--- config.mk ---
export PLATFORM = sky130hd
export DESIGN_NAME = lsu_mem_master
export DESIGN_NICKNAME = d
export VERILOG_FILES = /design/src/rtl/lsu_mem_master.sv
export SDC_FILE = /design/constraint.sdc
export NUM_CORES = 1
export LEC_CHECK = 0
export CORE_AREA = 3 3 203 205
export DETAILED_ROUTE_END_ITERATION = 8
export DIE_AREA = 0 0 206 208
export HOLD_SLACK_MARGIN = 0.02
export PLACE_DENSITY_LB_ADDON = 0.25
export RECOVER_POWER = 50
export SETUP_SLACK_MARGIN = 0.15
export SYNTH_ARGS = -nofsm -noshare
export SYNTH_HDL_FRONTEND = slang
export SYNTH_SLANG_ARGS = --single-unit
export TNS_END_PERCENT = 5
--- constraint.sdc ---
create_clock -name clk -period 21 [get_ports clk]
set_clock_uncertainty 0.2 [all_clocks]
set_input_delay 3.15 -clock clk [delete_from_list [all_inputs] [get_ports clk]]
set_output_delay 3.15 -clock clk [all_outputs]
set_load 0.02 [all_outputs]
--- src/rtl/lsu_mem_master.sv ---
// lsu_mem_master: single-outstanding load/store initiator for the data-memory port.
// Takes one op from the execute stage, places store bytes in their lanes and builds
// the write mask, extracts and extends load data, flags misaligned accesses, and
// aborts a bus access that waits too long for mem_ack.
//
// Ports:
//   clk, rst                      clock (rising edge), async active-high reset
//   req_valid/req_ready           op handshake from the core
//   req_wen/addr/wdata/size/unsigned  op payload (store data right-aligned)
//   resp_valid/resp_ready         response handshake to the core
//   resp_rdata/resp_err           extended load data (0 for stores/errors), error flag
//   mem_raddr/mem_read            aligned read address and strobe
//   mem_waddr/mem_wdata/mem_wmask/mem_write  aligned write address, lane data, byte mask, strobe
//   mem_rdata/mem_ack             read data and completion from memory
module lsu_mem_master #(
    parameter int unsigned TIMEOUT = 16
) (
    input  logic        clk,
    input  logic        rst,
    input  logic        req_valid,
    output logic        req_ready,
    input  logic        req_wen,
    input  logic [63:0] req_addr,
    input  logic [63:0] req_wdata,
    input  logic [1:0]  req_size,
    input  logic        req_unsigned,
    output logic        resp_valid,
    input  logic        resp_ready,
    output logic [63:0] resp_rdata,
    output logic        resp_err,
    output logic [63:0] mem_raddr,
    output logic        mem_read,
    output logic [63:0] mem_waddr,
    output logic [63:0] mem_wdata,
    output logic [7:0]  mem_wmask,
    output logic        mem_write,
    input  logic [63:0] mem_rdata,
    input  logic        mem_ack
);

    localparam int unsigned CNT_W = (TIMEOUT < 2) ? 1 : $clog2(TIMEOUT + 1);

    typedef enum logic [1:0] {
        IDLE = 2'd0,
        BUS  = 2'd1,
        ERR  = 2'd2,
        RESP = 2'd3
    } state_t;

    state_t            state, state_d;
    logic [CNT_W-1:0]  cnt, cnt_d;
    logic              wen_q, wen_d;
    logic [63:0]       addr_q, addr_d;
    logic [63:0]       wdata_q, wdata_d;
    logic [1:0]        size_q, size_d;
    logic              uns_q, uns_d;

    // Next values of the registered outputs
    logic              req_ready_d, resp_valid_d;
    logic [63:0]       rdata_d;
    logic              err_d;
    logic              mem_read_d, mem_write_d;
    logic [63:0]       mem_raddr_d, mem_waddr_d, mem_wdata_d;
    logic [7:0]        mem_wmask_d;

    logic              timed_out;
    logic              strobe_d;
    logic [63:0]       sh;
    logic [63:0]       ext;

    function automatic logic misaligned(input logic [1:0] size, input logic [2:0] a);
        case (size)
            2'd1:    misaligned = a[0];
            2'd2:    misaligned = (a[1:0] != 2'd0);
            2'd3:    misaligned = (a != 3'd0);
            default: misaligned = 1'b0;
        endcase
    endfunction

    function automatic logic [7:0] lane_mask(input logic [1:0] size, input logic [2:0] off);
        case (size)
            2'd0:    lane_mask = 8'h01 << off;
            2'd1:    lane_mask = 8'h03 << off;
            2'd2:    lane_mask = 8'h0F << off;
            default: lane_mask = 8'hFF;
        endcase
    endfunction

    // Count reaching TIMEOUT means the strobe is already dropped this cycle
    assign timed_out = (TIMEOUT != 0) && (cnt == CNT_W'(TIMEOUT));

    // Load extraction: shift the addressed lane down, then extend by size
    always_comb begin
        sh  = mem_rdata >> {addr_q[2:0], 3'b000};
        ext = sh;
        case (size_q)
            2'd0:    ext = uns_q ? {56'd0, sh[7:0]}  : {{56{sh[7]}},  sh[7:0]};
            2'd1:    ext = uns_q ? {48'd0, sh[15:0]} : {{48{sh[15]}}, sh[15:0]};
            2'd2:    ext = uns_q ? {32'd0, sh[31:0]} : {{32{sh[31]}}, sh[31:0]};
            default: ext = sh;
        endcase
    end

    // Next-state and next-output logic
    always_comb begin
        state_d = state;
        cnt_d   = cnt;
        wen_d   = wen_q;
        addr_d  = addr_q;
        wdata_d = wdata_q;
        size_d  = size_q;
        uns_d   = uns_q;
        rdata_d = resp_rdata;
        err_d   = resp_err;

        case (state)
            IDLE: begin
                if (req_valid) begin
                    wen_d   = req_wen;
                    addr_d  = req_addr;
                    wdata_d = req_wdata;
                    size_d  = req_size;
                    uns_d   = req_unsigned;
                    state_d = misaligned(req_size, req_addr[2:0]) ? ERR : BUS;
                end
            end
            BUS: begin
                // Timeout wins over a late ack: the strobe is no longer asserted
                if (timed_out) begin
                    state_d = RESP;
                    cnt_d   = '0;
                    err_d   = 1'b1;
                    rdata_d = '0;
                end else if (mem_ack) begin
                    state_d = RESP;
                    cnt_d   = '0;
                    err_d   = 1'b0;
                    rdata_d = wen_q ? 64'd0 : ext;
                end else begin
                    cnt_d = cnt + CNT_W'(1);
                end
            end
            ERR: begin
                state_d = RESP;
                err_d   = 1'b1;
                rdata_d = '0;
            end
            RESP: begin
                if (resp_ready) begin
                    state_d = IDLE;
                    err_d   = 1'b0;
                    rdata_d = '0;
                end
            end
            default: state_d = IDLE;
        endcase

        strobe_d     = (state_d == BUS) &&
                       !((TIMEOUT != 0) && (cnt_d == CNT_W'(TIMEOUT)));
        mem_read_d   = strobe_d && !wen_d;
        mem_write_d  = strobe_d && wen_d;
        mem_raddr_d  = mem_read_d  ? {addr_d[63:3], 3'b000} : 64'd0;
        mem_waddr_d  = mem_write_d ? {addr_d[63:3], 3'b000} : 64'd0;
        mem_wdata_d  = mem_write_d ? (wdata_d << {addr_d[2:0], 3'b000}) : 64'd0;
        mem_wmask_d  = mem_write_d ? lane_mask(size_d, addr_d[2:0]) : 8'd0;
        req_ready_d  = (state_d == IDLE);
        resp_valid_d = (state_d == RESP);
    end

    // State, op latches and registered outputs
    always_ff @(posedge clk or posedge rst) begin
        if (rst) begin
            state      <= IDLE;
            cnt        <= '0;
            wen_q      <= 1'b0;
            addr_q     <= '0;
            wdata_q    <= '0;
            size_q     <= '0;
            uns_q      <= 1'b0;
            req_ready  <= 1'b1;
            resp_valid <= 1'b0;
            resp_rdata <= '0;
            resp_err   <= 1'b0;
            mem_read   <= 1'b0;
            mem_write  <= 1'b0;
            mem_raddr  <= '0;
            mem_waddr  <= '0;
            mem_wdata  <= '0;
            mem_wmask  <= '0;
        end else begin
            state      <= state_d;
            cnt        <= cnt_d;
            wen_q      <= wen_d;
            addr_q     <= addr_d;
            wdata_q    <= wdata_d;
            size_q     <= size_d;
            uns_q      <= uns_d;
            req_ready  <= req_ready_d;
            resp_valid <= resp_valid_d;
            resp_rdata <= rdata_d;
            resp_err   <= err_d;
            mem_read   <= mem_read_d;
            mem_write  <= mem_write_d;
            mem_raddr  <= mem_raddr_d;
            mem_waddr  <= mem_waddr_d;
            mem_wdata  <= mem_wdata_d;
            mem_wmask  <= mem_wmask_d;
        end
    end

endmodule

==> metrics.cfg, run 1 <==
[flow_run]
drv_cap = 7

[min_path]
hold_path.class = flip-flop to flip-flop

[yosys]
ys_top_cells_by_area = dfrtp_1, mux2i_1, nand2_1
synthDistinctLibCells = 54
synth_edf_count = 0
synth-seq-cells = 402
yosysWarnings = 0
synth_top_area_cell = dfrtp_1
syn_inst = 1902
synth-seq-area-share_pct = 51.3
ys_async_sr_fraction_pct = 100
avgSynthCellArea_um2 = 10.3
ys.flop_type = dfrtp_1
syn-cell-area_um2 = 19600
synth_top_area_share_pct = 51.1

[floorplan]
core-area_um2 = 39600
fp.dieH_um = 208
die_x_um = 206
rows = 73
die_area_um2 = 42800
initial_utilization_pct = 49.5
num_io_pins = 470

[layout]
nNetsFinal = 2487
final_util_pct = 65.5
drive_gt1_share_pct = 10.3
fill_cells = 3051
layout.cells.non_filler = 2847
syn_to_final_growth_pct = 32.3

[placement]
dp_cells = 2762
finalWeightedCongestion = 0.931
dp_hpwl_um = 45600
port_buffers = 463

[clocking]
cts_setup_buffers = 0
cts_sinks = 402
clk_pin_slew_worst_paths_ns = 0.06
cts_tree = done
cts_made_buffers = 43
clk_latency_ns = 0.57
ctsResizeCount = 0
clockRootBuffer = clkbuf_16
cts_buffer_depth = 3
hold_buffers = 0
cts.htree.levels = 2

[worst_setup_path]
path_max_fanout = 128
cp.required_ns = 21.34
critPathLaunchType = input pin
arrival_ns = 11.05
criticalPathCategory = input pin to async pin
end_kind = async pin

[routing]
wl_per_cell_um = 22.7
wl_um = 64800
viasPerCell = 5.73
first_pass_iters = 6
antenna_left = 0
route.detailed.drc = 0
drt_iter0_drc = 1477
vias = 16300

[timing]
setup_viol = 0
slew_headroom_pct = -305
hold_ws_ns = 0.271
tightest_slew_ns = 6.05
drv_slew = 474
timing.final.crit_share_pct = 51.0
fin_setup_tns_ns = 0
fmax_mhz = 93.3
final_hold_viol_count = 0
post-route-min-period_ns = 10.71
rsz0062_at_grt = false

[power]
irDropWorstVdd_v = 0.000106
power.total_w = 0.00366
p_leak_nw = 12.4
p_per_area_nw_per_um2 = 141

[global_route]
antenna_found_initial = 7
grt_pass1_vias = 15900
grt_usage_pct = 29.6
grt_pass1_wl_um = 97900
gr-total-overflow = 0
grt_max_degree = 167

[outcome]
outcome = finished, violations left
violations = max-capacitance violations, max-slew violations

-- Yosys cell counts, types with 3 or more instances --
cell / n
a211o_1: 14
a211oi_1: 17
a21o_1: 3
a21oi_1: 44
a221o_1: 17
a221oi_1: 8
a31oi_1: 12
and2_1: 3
and3b_1: 8
buf_1: 30
buf_2: 17
buf_4: 6
clkbuf_1: 98
dfrtp_1: 401
ha_1: 4
inv_1: 80
mux2_2: 84
mux2i_1: 170
mux4_2: 57
nand2_1: 354
nand2b_1: 11
nand3_1: 21
nor2_1: 203
nor2b_1: 28
nor3_1: 38
nor4bb_1: 9
o211ai_1: 17
o21ai_0: 89
o221ai_1: 9
o22a_1: 9
o22ai_1: 10
-- routing by layer --
layer | part of all wire [%] | global-route usage (%) | vias to the layer above
li1 | - | - | 7281
met1 | 42 | 42.5 | 8114
met2 | 46 | 45.3 | 803
met3 | 8.9 | 6.10 | 111
met4 | 3.2 | 9.57 | 0
met5 | 0 | 0 | -
-- flip-flops by register name, indices dropped and copies added (netlist names), 2 cells and up --
register / cells
mem_raddr: 61
mem_wdata: 64
wdata_q: 64
mem_wmask: 8
size_q: 2
cnt: 5
mem_waddr: 61
resp_rdata: 64
addr_q: 64
state: 2
-- cell type report --
type	instances	area, µm²	area share, %
antenna	7	17.5	0.0674
clock buffer	66	1280	4.94
clock inverter	12	179	0.689
inverter	80	302	1.16
multi-input combinational	1272	8690	33.5
sequential	402	10100	38.8
tap	525	657	2.53
timing repair buffer	483	4770	18.4
-- layout by cell type, fill, tap and decap left out, types with 21 or more instances in the layout --
cell and count:
a21oi_1 43, clkbuf_16 43, clkdlybuf4s50_1 195, dfrtp_1 398, dlygate4sd3_1 266, inv_1 79
mux2_2 84, mux2i_1 169, mux4_2 57, nand2_1 354, nand3_1 21, nor2_1 203
nor2b_1 28, nor3_1 38, o21ai_0 88
-- worst paths after layout --
path,cells after the start,start,to,slack (ns)
worst min register to register,2,resp_rdata[37],resp_rdata[37],0.27
min in group asynchronous,2,rst,resp_rdata[49],4.71
worst max-delay path,4,rst,addr_q[29],10.29
worst min-delay path,2,resp_rdata[37],resp_rdata[37],0.27
max in group clk,8,req_valid,mem_wdata[19],11.65
worst max register to register,7,state[1],mem_wdata[19],14.28
-- metrics by stage --
step | instance area [µm²] | setup slack, ns
after global placement | 24500 | 13.49
final | 26000 | 10.29
after floorplan | 19600 | 6.47
after detailed placement | 24500 | 13.39
after CTS | 26000 | 13.98
after global routing | 26000 | 8.97
-- worst max-delay path, stage by stage --
cell and delay (ns):
dlygate4sd3_1 0.55, clkinvlp_2 3.33, clkbuf_1 2.80, buf_4 1.07
-- report_power, final --
| part | switching [W] | internal [W] |
|---|---|---|
| Clock | 0.000313 | 0.000460 |
| Sequential | 0.000181 | 0.00102 |
| Combinational | 0.00101 | 0.000670 |
-- cells by family after synthesis --
logic type                 after synthesis  synth area share [%]
buffers and inverters                  233                  4.76
AOI/OAI and AO/OA                      263                  8.86
adders and majority gates                4                 0.255
and+or+nand+nor                        688                  14.8
other                                    1                0.0191
DFF                                    402                  51.3
muxes                                  311                  20.0
Note: power is estimated with default switching activity, not from simulation.
==> run 2, diff against run 1 <==
Clock period 21 ns to 11.1 ns, I/O delays scaled along.
==> metrics.cfg, run 2 (same netlist as run 1, synthesis figures left out) <==
[outcome]
outcome = finished, violations left
violations = max-capacitance violations, max-slew violations

[power]
comb_power_share_pct = 46.1
irDropWorstVdd_v = 0.000144
p_per_area_nw_per_um2 = 266
clkPwrFrac_pct = 21.5
cellInternalPower_w = 0.00406
p_seq_share_pct = 32.5
p_sw_w = 0.00284
p_leak_nw = 12.5
netSwitchingFraction_pct = 41.2

[global_route]
grt_usage_pct = 29.6
grt_pass1_vias = 15800
grt_max_degree = 190
gr-total-overflow = 0
grt_pass1_wl_um = 98100
antenna_found_initial = 6

[clocking]
cts.htree.levels = 2
ctsResizeCount = 0
clockRootBuffer = clkbuf_16
cts_setup_buffers = 0
cts_sinks = 402
cts_tree = done
hold_buffers = 0
clk_pin_slew_worst_paths_ns = 0.06
cts_made_buffers = 44
clk_latency_ns = 0.58
cts_buffer_depth = 3

[floorplan]
core-area_um2 = 39600
initial_utilization_pct = 49.5
die_area_um2 = 42800
die_x_um = 206
num_io_pins = 470
rows = 73
fp.dieH_um = 208

[timing]
fmax_mhz = 149
post-route-min-period_ns = 6.71
fin_setup_tns_ns = 0
drv_slew = 461
setup_viol = 0
rsz0062_at_grt = false
slew_headroom_pct = -205
setup_ws_ns = 4.39
final_hold_viol_count = 0
timing.final.crit_share_pct = 60.4
tightest_slew_ns = 4.58

[routing]
wl_per_cell_um = 22.5
wl_um = 64300
vias = 16200
viasPerCell = 5.68
first_pass_iters = 5
antenna_left = 0
route.detailed.drc = 0
drt_iter0_drc = 1504

[flow_run]
drv_cap = 6

[worst_setup_path]
crit_buf_inv = 3
cp_slowest_stage_delay_ns = 2.34
end_kind = flip-flop
crit_chain = dlygate4sd3_1, nor3b_1, clkbuf_1, mux2i_4, buf_4, nand2_1, nor4bb_1
cpLargestDelayFamily = buffers and inverters
criticalPathCategory = input pin to flip-flop
cpMaxStageDelayCell = clkbuf_1
path_max_fanout = 76
arrival_ns = 6.97
cp.required_ns = 11.36
critPathLaunchType = input pin

[layout]
final_cell_mix = dfrtp_1, nand2_1, dlygate4sd3_1, nor2_1, clkdlybuf4s50_1
layout_commonest_cell = dfrtp_1
syn_to_final_growth_pct = 32.4
fill_cells = 3152
drive_gt1_share_pct = 10.5
nNetsFinal = 2491

[placement]
pre_cts_ws_ns = 5.83
dp_hpwl_um = 45900
finalWeightedCongestion = 0.956
port_buffers = 463

[min_path]
hold_path.class = flip-flop to flip-flop

-- run 2: layer usage --
| metal | GRT usage (%) | vias to the layer above | routed length (µm) |
|---|---|---|---|
| met5 | 0 | - | 0 |
| li1 | - | 7302 | - |
| met1 | 42.7 | 8037 | 27200 |
| met2 | 45.5 | 781 | 29800 |
| met4 | 9.04 | 0 | 1710 |
| met3 | 6.09 | 91 | 5500 |
-- run 2: per-stage QoR --
step	hold WS (ns)	std cells	area (µm²)	total power (W)	utilization, %
6_report	0.271	2852	26000	0.00690	65.6
3_5_place_dp	0.269	2765	24500	0.00547	61.9
5_1_grt	0.286	2851	26000	0.00731	65.6
2_1_floorplan	0.241	1907	19600	0.00429	-
3_3_place_gp	0.259	2765	24500	0.00539	61.9
4_1_cts	0.282	2846	26000	0.00697	65.7
-- run 2: layout make-up --
| type | count | area [µm²] | area share [%] |
|---|---|---|---|
| antenna | 6 | 15.0 | 0.0578 |
| inverter | 80 | 304 | 1.17 |
| clock buffer | 65 | 1310 | 5.05 |
| tap | 525 | 657 | 2.53 |
| clock inverter | 16 | 171 | 0.660 |
| multi-input combinational | 1272 | 8690 | 33.4 |
| timing repair buffer | 486 | 4780 | 18.4 |
| sequential | 402 | 10100 | 38.7 |
-- run 2: path summary, 6_finish.rpt --
path	start	endpoint	slack [ns]	cells after the start
max	req_valid	mem_wdata[17]	4.39	7
min in group asynchronous	rst	mem_raddr[6]	3.15	3
max reg2reg	addr_q[0]	resp_rdata[23]	4.54	6
max in group asynchronous	rst	mem_waddr[35]	4.65	4
min reg2reg	resp_rdata[38]	resp_rdata[38]	0.27	2
min	resp_rdata[38]	resp_rdata[38]	0.27	2
-- run 2: worst min-delay path, delay by kind of cell, from the launching register on --
kind,cells,cell delay (ns)
and+or+nand+nor,1,0.04
AOI/OAI and AO/OA,1,0.06
DFF,1,0.34
-- run 2: power by group through the flow --
stage	Clock, W	Sequential (W)	Combinational, W
floorplan	0	0.00240	0.00189
global placement	0	0.00225	0.00314
detailed placement	0	0.00227	0.00320
CTS	0.00150	0.00225	0.00322
global route	0.00157	0.00230	0.00344
finish	0.00148	0.00224	0.00318
